## src/rtl/hazard_ctrl.sv

```systemverilog
// Pipeline sequencer for the 5-stage core: PC / pipeline-register enables, bubbles and
// flushes for load-use, branch redirect, multi-cycle MDU occupancy and data-memory waits.
module hazard_ctrl #(
  parameter int unsigned FLUSH_CYCLES = 1,
  parameter int unsigned CNT_W        = 16
) (
  input  logic             clk,
  input  logic             rst,
  input  logic             id_ex_memrd,
  input  logic [4:0]       id_ex_rd,
  input  logic [4:0]       if_id_rs1,
  input  logic [4:0]       if_id_rs2,
  input  logic             if_id_uses_rs2,
  input  logic             ex_branch_taken,
  input  logic             ex_mdu_start,
  input  logic             mdu_done,
  input  logic             dmem_req,
  input  logic             dmem_ack,
  output logic             pc_write,
  output logic             if_id_write,
  output logic             id_ex_write,
  output logic             ex_mem_write,
  output logic             if_id_flush,
  output logic             id_ex_bubble,
  output logic             ex_mem_bubble,
  output logic [CNT_W-1:0] stall_cycles,
  output logic [CNT_W-1:0] flush_events,
  output logic [1:0]       state
);

  localparam int unsigned FC_W = 3;

  typedef enum logic [1:0] {
    ST_RUN   = 2'd0,
    ST_MDU   = 2'd1,
    ST_FLUSH = 2'd2
  } state_e;

  state_e           state_q, state_d;
  logic [FC_W-1:0]  fcnt_q, fcnt_d;
  logic [CNT_W-1:0] stall_q, stall_d;
  logic [CNT_W-1:0] fev_q, fev_d;

  logic mem_freeze;
  logic load_use;
  logic redirect;

  assign mem_freeze = dmem_req & ~dmem_ack;

  // Load in EX feeding a source operand of the instruction in ID; x0 never hazards.
  assign load_use = id_ex_memrd && (id_ex_rd != 5'd0) &&
                    ((id_ex_rd == if_id_rs1) || (if_id_uses_rs2 && (id_ex_rd == if_id_rs2)));

  assign redirect = rst && !mem_freeze && (state_q == ST_RUN) && ex_branch_taken;

  // State register and counters
  always_ff @(posedge clk) begin
    if (!rst) begin
      state_q <= ST_RUN;
      fcnt_q  <= '0;
      stall_q <= '0;
      fev_q   <= '0;
    end else begin
      state_q <= state_d;
      fcnt_q  <= fcnt_d;
      stall_q <= stall_d;
      fev_q   <= fev_d;
    end
  end

  // Next-state logic; a memory freeze holds the whole sequence
  always_comb begin
    state_d = state_q;
    fcnt_d  = fcnt_q;
    if (!mem_freeze) begin
      unique case (state_q)
        ST_RUN: begin
          if (ex_branch_taken) begin
            if (FLUSH_CYCLES != 0) begin
              state_d = ST_FLUSH;
              fcnt_d  = FC_W'(FLUSH_CYCLES);
            end
          end else if (ex_mdu_start) begin
            state_d = ST_MDU;
          end
        end
        ST_MDU: begin
          if (mdu_done) state_d = ST_RUN;
        end
        ST_FLUSH: begin
          fcnt_d = fcnt_q - FC_W'(1);
          if (fcnt_q == FC_W'(1)) state_d = ST_RUN;
        end
        default: begin
          state_d = ST_RUN;
          fcnt_d  = '0;
        end
      endcase
    end
  end

  // Output logic from registered state and current inputs
  always_comb begin
    pc_write      = 1'b1;
    if_id_write   = 1'b1;
    id_ex_write   = 1'b1;
    ex_mem_write  = 1'b1;
    if_id_flush   = 1'b0;
    id_ex_bubble  = 1'b0;
    ex_mem_bubble = 1'b0;
    if (!rst) begin
      pc_write     = 1'b0;
      if_id_write  = 1'b0;
      id_ex_write  = 1'b0;
      ex_mem_write = 1'b0;
      if_id_flush  = 1'b1;
      id_ex_bubble = 1'b1;
    end else if (mem_freeze) begin
      pc_write     = 1'b0;
      if_id_write  = 1'b0;
      id_ex_write  = 1'b0;
      ex_mem_write = 1'b0;
    end else begin
      unique case (state_q)
        ST_RUN: begin
          if (ex_branch_taken) begin
            if_id_flush  = 1'b1;
            id_ex_bubble = 1'b1;
          end else if (ex_mdu_start) begin
            pc_write      = 1'b0;
            if_id_write   = 1'b0;
            id_ex_write   = 1'b0;
            ex_mem_bubble = 1'b1;
          end else if (load_use) begin
            pc_write     = 1'b0;
            if_id_write  = 1'b0;
            id_ex_bubble = 1'b1;
          end
        end
        ST_MDU: begin
          if (!mdu_done) begin
            pc_write      = 1'b0;
            if_id_write   = 1'b0;
            id_ex_write   = 1'b0;
            ex_mem_bubble = 1'b1;
          end
        end
        ST_FLUSH: begin
          if_id_flush = 1'b1;
        end
        default: begin
        end
      endcase
    end
  end

  // Saturating performance counters
  always_comb begin
    stall_d = stall_q;
    fev_d   = fev_q;
    if (!pc_write && (stall_q != {CNT_W{1'b1}})) stall_d = stall_q + CNT_W'(1);
    if (redirect && (fev_q != {CNT_W{1'b1}}))    fev_d   = fev_q + CNT_W'(1);
  end

  assign stall_cycles = stall_q;
  assign flush_events = fev_q;
  assign state        = state_q;

endmodule

```

## config.mk

```make
export PLATFORM = sky130hd
export DESIGN_NAME = hazard_ctrl
export DESIGN_NICKNAME = d
export VERILOG_FILES = /design/src/rtl/hazard_ctrl.sv
export SDC_FILE = /design/constraint.sdc
export NUM_CORES = 1
export LEC_CHECK = 0
export ABC_AREA = 1
export BUFFER_PORTS_ARGS = -buffer_cell sky130_fd_sc_hd__buf_2
export CAP_MARGIN = 10
export CORE_AREA = 2 2 73 75
export DETAILED_ROUTE_END_ITERATION = 10
export DIE_AREA = 0 0 75 77
export GPL_ROUTABILITY_DRIVEN = 0
export PLACE_DENSITY = 0.72
export SYNTH_ARGS = -nofsm -noshare
export SYNTH_HDL_FRONTEND = slang
export SYNTH_SLANG_ARGS = --single-unit
```

## constraint.sdc

```tcl
create_clock -name clk -period 3 [get_ports clk]
set_input_delay 0.45 -clock clk [delete_from_list [all_inputs] [get_ports clk]]
set_output_delay 0.45 -clock clk [all_outputs]
set_load 0.03 [all_outputs]
```

==> reports/metrics.cfg <==
[worst_setup_path]
start_kind=register
slowest_stage=dfxtp_1
cp_max_fo=20
r2r_slack_ns=1.12
cpPeakStageDelay_ns=0.43
cp_data_arrival_time_ns=1.82
end_kind=primary output
timing.rr.end=flush_events[10]$_SDFFE_PN0P_
worst-setup-path-type=register to primary output
path_delay_family=simple AND/OR/NAND/NOR gates
timing.critical_path.from=state[0]$_SDFFE_PN0P_
crit_required_ns=2.55
reg2reg_from=flush_events[0]$_SDFFE_PN0P_
cp_num_buf_inv=4
path_cells=inv_2 > nor2_2 > inv_1 > or2_1 > o21ai_2 > nor2_2 > nand2_4 > inv_1 > buf_2
reg2regPathDepth=11

[power]
power.leakage_nw=1.337
ir_drop_uv=210.5
power_density_nw_per_um2=385.2
fin_total_pwr_mw=1.100

[yosys]
synth_top_area_share_pct=30.39
post-synth-top-count-cell=nand2_1
ys.flop_type=dfxtp_1
ys_ff_latch=37
syn_area_um2=2437
synth_nets=393
synth-edff-count=0
yosys-top-cells-area=dfxtp_1 (30%), nand2_1 (14%), inv_1 (8.2%)
synth.avg_cell_area_um2=6.678
yosysTopAreaCell=dfxtp_1
synthTopCellsByCount=nand2_1 (89), inv_1 (53), dfxtp_1 (37), nor2_1 (32), nand3_1 (26)
async_reset_ff_share_pct=0
seq_area_frac_synth_pct=30.39
synth_warnings=0
synth_cells=365
synth.distinct_cells=38

[placed_design]
placed_cells=490
place_ws_ns=0.9285
port_buffers=64
place_hpwl_mm=4.200

[clock_tree]
cts_resized=0
clock_path_buffers=2
ctsHtreeMaxLevel=2
post_cts_buffers=0
clk_latency_ns=0.30
numCtsBuffers=5
cts-root-buf=clkbuf_8
cts_tree=done
cts.sinks=37
clk_pin_slew_ns=0.07
cts_hold_buf=0

[final_layout]
antennaDiodeCount=0
seq_area_um2=740.7
drive_gt1_share_pct=23.36
final.fill_count=518
layout.nets=455
multiInputGateArea_um2=1415
synthToLayoutAreaGrowth_pct=17.20
layout.cells.non_filler=498

[floorplan]
die_w_um=75
rows=26
ios=65
die_area_um2=5775
core_area_um2=4977
start_util_pct=48.97
dieHeight_um=77

[timing]
fin_ws_ns=0.7334
tightest_slew_ns=0.8160
hold_viol_final=0
drv_slew=0
post-route-period-util_pct=75.55
fin_tns_setup_ns=0
fmax_mhz=441.2
slew_headroom_pct=45.54
holdWs_ns=0.4940
rsz0062_at_grt=false
fin_crit_ns=2.267
finalSetupViolCount=0
skew_ns=0.002573

[worst_hold_path]
holdPathStages=3
min_from=ex_branch_taken
hold_class=input pin to register
min_to=state[1]$_SDFFE_PN0P_

[grt]
grt_antenna_before_repair=0
grt_pass1_vias=2218
grt_pass1_wl_mm=9.494
grt_max_degree=23
grt_use_total_pct=20.25
grt-ovfl-total=0

[flow_run]
maxCapViolCount=0

[drt]
wl_mm=5.548
dr.pass1.iters=4
drc_errors=0
ant_nets=0
wl_per_cell_um=11.14
drt-initial-drc-count=112
vias=2467
routed_via_density=4.954

[outcome]
status=complete, no violations

[state kept, by name (all words and copies together), names as in the netlist]
register,flops
flush_events,16
state,2
stall_cycles,16
fcnt_q,3
[per-layer routing]
metal | vias up | global-route usage, % | routed length (um) | part of all wire [%]
li1 | 1299 | - | - | -
met1 | 1110 | 25.79 | 2585 | 47
met2 | 48 | 33.16 | 2613 | 47
met3 | 10 | 4.336 | 253 | 4.6
met4 | 0 | 6.964 | 95 | 1.7
met5 | - | 0 | 0 | 0
[final cells by class]
type | count | share of cell area [%]
well taps | 70 | 3.066
clock inverters | 2 | 0.3504
multi-input cells | 264 | 49.54
inverters | 54 | 7.096
flip-flops and latches | 37 | 25.93
clock buffers | 6 | 2.541
repair buffers | 65 | 11.48
[worst register-to-register path: stages, from the launching register on]
cell and delay, ns:
dfxtp_1 0.35, ha_1 0.22, nand2_1 0.07, inv_1 0.04, nand2_1 0.08, nor2_1 0.06
nand3_1 0.07, nand2_2 0.21, nor2_1 0.35, nand2_1 0.11, o21ai_0 0.16, a21oi_1 0.05
[power breakdown]
part           leakage, nW  internal (mW)  switching (mW)
Sequential           0.300          0.508          0.0192
Combinational        0.992         0.0721           0.154
Clock               0.0450          0.161           0.185
[layout by cell type (no fill, tap or decap), types with 2 or more instances in the layout]
| cell | Yosys | layout |
|---|---|---|
| clkbuf_8 | 0 | 5 |
| nor2_2 | 4 | 4 |
| nor3_1 | 13 | 13 |
| xor2_1 | 12 | 12 |
| clkinv_2 | 0 | 2 |
| buf_2 | 2 | 64 |
| xnor2_1 | 5 | 5 |
| nand3_1 | 26 | 26 |
| nand2_2 | 2 | 2 |
| and3_1 | 2 | 2 |
| o21ai_0 | 13 | 13 |
| nand2_1 | 89 | 89 |
| nor4_1 | 2 | 2 |
| a21oi_2 | 7 | 7 |
| inv_1 | 53 | 53 |
| dfxtp_1 | 37 | 37 |
| nand4_1 | 7 | 7 |
| ha_1 | 4 | 4 |
| nand3_2 | 8 | 8 |
| nand2_4 | 3 | 3 |
| nor2_1 | 32 | 32 |
| a21oi_1 | 22 | 22 |
[per-stage QoR]
step / utilization, % / cell area [um^2]
final: 57.39 / 2856
after global routing: 57.39 / 2856
after CTS: 57.39 / 2856
after detailed placement: 55.73 / 2774
after global placement: 55.73 / 2774
after floorplan: - / 2437
[worst max-delay path by stage]
stage | cells past startpoint | slack, ns | endpoint
final | 9 | 0.73 | if_id_write
after global placement | 11 | 0.97 | pc_write
after floorplan | 9 | 0.52 | pc_write
after detailed placement | 11 | 0.93 | if_id_write
after global routing | 9 | 0.58 | if_id_write
after CTS | 9 | 0.71 | if_id_write
[kinds of logic after synthesis]
family	after synthesis	share of synthesized area, %
AO/OA/AOI/OAI	50	12.32
XOR/XNOR	17	6.109
adder cells (fa/ha/maj)	4	2.053
buffers and inverters	64	11.55
flip-flops	37	30.39
AND/OR/NAND/NOR	193	37.58
No activity file was read; power rests on OpenSTA's default activity.
